[config.mk]
export PLATFORM = sky130hd
export DESIGN_NAME = mux_8way_arbiter_flat
export DESIGN_NICKNAME = d
export VERILOG_FILES = /design/src/rtl/mux_8way_arbiter_if.sv /design/src/rtl/mux_8way_arbiter.sv /design/src/flat_wrapper.sv
export SDC_FILE = /design/constraint.sdc
export NUM_CORES = 1
export LEC_CHECK = 0
export ABC_AREA = 1
export CAP_MARGIN = 20
export CORE_MARGIN = 4
export CORE_UTILIZATION = 44
export CTS_CLUSTER_DIAMETER = 150
export DETAILED_ROUTE_END_ITERATION = 10
export MAX_ROUTING_LAYER = met4
export PLACE_DENSITY = 0.95
export SLEW_MARGIN = 30
export SYNTH_ARGS = -nofsm -noshare
export SYNTH_HDL_FRONTEND = slang
export SYNTH_SLANG_ARGS = --single-unit
[constraint.sdc]
create_clock -name clk -period 7 [get_ports clk]
set_input_delay 1.4 -clock clk [delete_from_list [all_inputs] [get_ports clk]]
set_output_delay 1.4 -clock clk [all_outputs]
set_load 0.005 [all_outputs]
[src/rtl/mux_8way_arbiter_if.sv]
// Bus bundle for the 8-way fan-in collector.
//   in_valid/in_data/in_ready : eight source channels, word i at [i*WIDTH +: WIDTH]
//   out_valid/out_data/out_sel/out_ready : single registered output channel
// slave  : collector side (drives in_ready and the output channel)
// master : environment side (drives sources and out_ready)
interface mux_8way_arbiter_if #(
  parameter int unsigned WIDTH = 16
);
  logic [7:0]         in_valid;
  logic [8*WIDTH-1:0] in_data;
  logic [7:0]         in_ready;
  logic               out_valid;
  logic [WIDTH-1:0]   out_data;
  logic [2:0]         out_sel;
  logic               out_ready;

  modport master (
    output in_valid, in_data, out_ready,
    input  in_ready, out_valid, out_data, out_sel
  );

  modport slave (
    input  in_valid, in_data, out_ready,
    output in_ready, out_valid, out_data, out_sel
  );
endinterface

[src/rtl/mux_8way_arbiter.sv]
// Eight-to-one round-robin fan-in collector with a one-entry output register.
// Ports:
//   clk   : system clock, rising edge
//   rst_n : asynchronous active-low reset
//   bus   : mux_8way_arbiter_if.slave
//           in_valid[7:0], in_data[8*WIDTH-1:0] in, in_ready[7:0] out (one-hot or zero,
//           combinational on out_ready), out_valid/out_data/out_sel registered out,
//           out_ready in.
module mux_8way_arbiter #(
  parameter int unsigned WIDTH = 16
) (
  input  logic                  clk,
  input  logic                  rst_n,
  mux_8way_arbiter_if.slave     bus
);

  localparam int unsigned N_SRC = 8;
  localparam int unsigned SEL_W = 3;

  typedef enum logic {
    ST_EMPTY = 1'b0,
    ST_FULL  = 1'b1
  } state_t;

  state_t             state_q, state_d;
  logic [WIDTH-1:0]   out_data_q, out_data_d;
  logic [SEL_W-1:0]   out_sel_q, out_sel_d;
  logic [SEL_W-1:0]   rr_ptr_q, rr_ptr_d;

  logic [SEL_W-1:0]   grant_c;
  logic [SEL_W-1:0]   scan_idx;
  logic               found;
  logic               load_en_c;
  logic [N_SRC-1:0]   in_ready_c;

  // First valid source at or after rr_ptr, wrapping modulo 8.
  always_comb begin
    grant_c  = '0;
    found    = 1'b0;
    scan_idx = '0;
    for (int k = 0; k < N_SRC; k++) begin
      scan_idx = rr_ptr_q + 3'(k);
      if (!found && bus.in_valid[scan_idx]) begin
        grant_c = scan_idx;
        found   = 1'b1;
      end
    end
  end

  // Load when the register is empty or being drained this cycle.
  always_comb begin
    state_d    = state_q;
    out_data_d = out_data_q;
    out_sel_d  = out_sel_q;
    rr_ptr_d   = rr_ptr_q;
    in_ready_c = '0;
    load_en_c  = ((state_q == ST_EMPTY) || bus.out_ready) && (|bus.in_valid);

    if (load_en_c) begin
      in_ready_c[grant_c] = 1'b1;
      state_d             = ST_FULL;
      out_data_d          = bus.in_data[32'(grant_c) * WIDTH +: WIDTH];
      out_sel_d           = grant_c;
      rr_ptr_d            = grant_c + 3'd1;
    end else if ((state_q == ST_FULL) && bus.out_ready) begin
      state_d = ST_EMPTY;
    end
  end

  // State and output register; reset discards any held word.
  always_ff @(posedge clk or negedge rst_n) begin
    if (!rst_n) begin
      state_q    <= ST_EMPTY;
      out_data_q <= '0;
      out_sel_q  <= '0;
      rr_ptr_q   <= '0;
    end else begin
      state_q    <= state_d;
      out_data_q <= out_data_d;
      out_sel_q  <= out_sel_d;
      rr_ptr_q   <= rr_ptr_d;
    end
  end

  // in_ready is forced low during reset since load_en can be high combinationally.
  assign bus.in_ready  = rst_n ? in_ready_c : '0;
  assign bus.out_valid = (state_q == ST_FULL);
  assign bus.out_data  = out_data_q;
  assign bus.out_sel   = out_sel_q;

endmodule

[src/flat_wrapper.sv]
// flat-port wrapper written by rule: the top's interface ports become plain ports
module mux_8way_arbiter_flat 
#(
  parameter int unsigned WIDTH = 16
)
  (clk, rst_n, bus_in_valid, bus_in_data, bus_out_ready, bus_in_ready, bus_out_valid, bus_out_data, bus_out_sel);
  mux_8way_arbiter_if #(.WIDTH(WIDTH)) bus_i ();
  input  logic clk;
  input  logic rst_n;
  input wire logic [$bits(bus_i.in_valid)-1:0] bus_in_valid;
  input wire logic [$bits(bus_i.in_data)-1:0] bus_in_data;
  input wire logic [$bits(bus_i.out_ready)-1:0] bus_out_ready;
  output wire logic [$bits(bus_i.in_ready)-1:0] bus_in_ready;
  output wire logic [$bits(bus_i.out_valid)-1:0] bus_out_valid;
  output wire logic [$bits(bus_i.out_data)-1:0] bus_out_data;
  output wire logic [$bits(bus_i.out_sel)-1:0] bus_out_sel;
  assign bus_i.in_valid = bus_in_valid;
  assign bus_i.in_data = bus_in_data;
  assign bus_i.out_ready = bus_out_ready;
  assign bus_in_ready = bus_i.in_ready;
  assign bus_out_valid = bus_i.out_valid;
  assign bus_out_data = bus_i.out_data;
  assign bus_out_sel = bus_i.out_sel;
  mux_8way_arbiter #(.WIDTH(WIDTH)) u_core (.clk(clk), .rst_n(rst_n), .bus(bus_i));
endmodule
==> impl_metrics.ini <==
[run_status]
outcome = completed

[critical_path]
reg2reg_slack_ns = 3.27
start_kind = primary input
critPathArrivalTime_ns = 4.53
worstPathRequired_ns = 5.60
cp_max_fo = 37
end_kind = output pin
crit_start = bus_in_valid[7]
crit_type = primary input to output pin
r2r_cells = 18
crit_end = bus_in_ready[0]
r2r-start = u_core.rr_ptr_q[0]$_DFFE_PN0P_
r2r_end = u_core.bus.out_data[15]$_DFFE_PN0P_

[final_layout]
nets = 865
insertedDiodeCount = 0
layout_commonest_cell = nand2_1
layout-drive-gt1-share = 0.0678
syn_to_final_growth_pct = 53.2
final_cell_mix = nand2_1 (329), clkdlybuf4s50_1 (166), nand3_1 (110)

[sta]
finalSetupTns_ns = 0
tightest_slew_ns = 0.642
hold_viol_final = 0
fin_crit_ns = 5.93
rsz0062_at_grt = no
final_max_slew_viol_count = 0
skew_ns = 0.00431
setup_violations = 0
fin_crit_sh = 0.846
slew_headroom = 0.570
fmax_mhz = 169

[clock_network]
cts-resized-gates = 0
postCtsSetupBuffers = 0
cts_htree_levels = 1
cts_tree = done
insertion_delay_ns = 0.26
numCtsBuffers = 3
hold_buffers = 0
ctsRootBufferMaster = clkbuf_8
clockBufferDepth = 2
clock-sinks = 23
clkSlewWorstSetupHoldPaths_ns = 0.08

[yosys]
yosys_warnings = 0
netlist_area_um2 = 3140
synth_seq_cells = 23
seq_area_frac_synth = 0.183
syn_nets = 724
netlist_instances = 583
syn-mean-instance-area_um2 = 5.39
synth_cell_type_count = 32

[drt]
wl_um = 11600
detail-route-antenna-nets = 0
drc_errors = 0
routedWlPerCell_um = 14.2
vias = 4291
viasPerCell = 5.24
dr.pass1.iters = 6
drtIter0Drc = 215

[grt]
grt_max_degree = 65
grt_pass1_wl_um = 18700
track_usage = 0.272
grt_overflow_total = 0
antenna_found_initial = 0
grt_pass1_vias = 4073

[die]
die_w_um = 92.5
pin_count = 167
rows = 30
start_util = 0.457
placeableCoreArea_um2 = 6870
fp.dieH_um = 92.5
die_area_um2 = 8560

[flow_run]
maxCapViolations = 0

[place]
gp_congestion = 0.874
hpwl_um = 9470
portBuffers = 166

[hold_path]
hp-class = flop to flop
per-layer routing:
layer | share of wire | vias up | GRT usage
met2 | 0.51 | 206 | 0.477
met1 | 0.39 | 1924 | 0.327
li1 | - | 2132 | -
met3 | 0.061 | 29 | 0.0146
met5 | 0 | - | -
met4 | 0.035 | 0 | 0.108
flip-flops by register name, indices dropped and copies added (netlist names):
register	count
u_core.bus.out_valid	1
u_core.rr_ptr_q	3
u_core.bus.out_data	16
u_core.bus.out_sel	3
synthesized netlist by cell type:
cell	n	area share
nand2_1	330	0.39
nand3_1	110	0.18
buf_2	24	0.038
dfrtp_1	23	0.18
nor2_1	17	0.020
inv_2	13	0.016
inv_1	8	0.0096
nand4_1	7	0.014
nand2_2	5	0.010
buf_4	4	0.0096
buf_6	4	0.014
nor2_4	4	0.014
nor3_2	4	0.013
o21ai_0	4	0.0064
nand3_2	3	0.0096
clkbuf_1	2	0.0024
ha_1	2	0.0080
nand3_4	2	0.011
nor2_2	2	0.0040
o21ai_1	2	0.0032
xnor2_2	2	0.010
a21oi_1	1	0.0016
a31oi_2	1	0.0040
inv_4	1	0.0020
nand4_4	1	0.0068
nor3_1	1	0.0016
nor4_1	1	0.0020
o2111ai_1	1	0.0028
o21a_1	1	0.0024
o21ai_2	1	0.0028
xor2_1	1	0.0028
xor2_2	1	0.0052
final cells by class:
type                            instances  area (µm²)
Multi-Input combinational cell        504        2300
Fill cell                             603        2050
Timing Repair Buffer                  170        1690
Sequential cell                        23         576
Tap cell                               96         120
Inverter                               22        85.1
Clock buffer                            4        45.0
worst min path at each step:
stage	from	depth (start not counted)	to	slack (ns)
3_5_place_dp	u_core.bus.out_sel[2]$_DFFE_PN0P_	2	u_core.bus.out_sel[2]$_DFFE_PN0P_	0.47
3_3_place_gp	u_core.bus.out_sel[0]$_DFFE_PN0P_	2	u_core.bus.out_sel[0]$_DFFE_PN0P_	0.47
6_report	u_core.bus.out_sel[2]$_DFFE_PN0P_	2	u_core.bus.out_sel[2]$_DFFE_PN0P_	0.49
2_1_floorplan	u_core.bus.out_sel[0]$_DFFE_PN0P_	2	u_core.bus.out_sel[0]$_DFFE_PN0P_	0.47
5_1_grt	u_core.bus.out_sel[2]$_DFFE_PN0P_	2	u_core.bus.out_sel[2]$_DFFE_PN0P_	0.52
4_1_cts	u_core.bus.out_sel[2]$_DFFE_PN0P_	2	u_core.bus.out_sel[2]$_DFFE_PN0P_	0.50
metrics by stage:
step                cells   util  worst slack [ns]  cell area (µm²)  hold WS, ns
detailed placement    815  0.693              1.10             4760        0.475
global route          819  0.701             0.714             4810        0.517
finish                819  0.701              1.07             4810        0.494
global placement      815  0.693              1.14             4760        0.468
floorplan             583      -              2.66             3140        0.473
CTS                   819  0.699              1.09             4800        0.495
cells by family (layout without fill, tap and decap cells):
group                      after synthesis  count (layout)  synth area share
and+or+nand+nor                        487             487             0.676
DFF                                     23              23             0.183
adders and majority gates                2               2           0.00796
xor gates and xnor gates                 4               4            0.0183
AOI/OAI and AO/OA                       11              11            0.0231
buffers and inverters                   56             196            0.0916
critical path, stage by stage:
cell and delay, ns:
clkdlybuf4s50_1 0.51, nand2_1 0.09, nand3_1 0.14, nand3_2 0.11, nand2_2 0.14, inv_2 0.05
nand2_1 0.09, nor2_1 0.05, a21oi_1 0.11, nand4_1 0.13, nor2_2 0.15, nand3_4 0.33
inv_4 0.43, nand2_1 0.12, nor2_1 0.14, clkdlybuf4s50_1 0.53
Power is left out: the tool's default activity adds up to more than one toggle a clock period on the data nets, which glitch-free logic cannot reach.
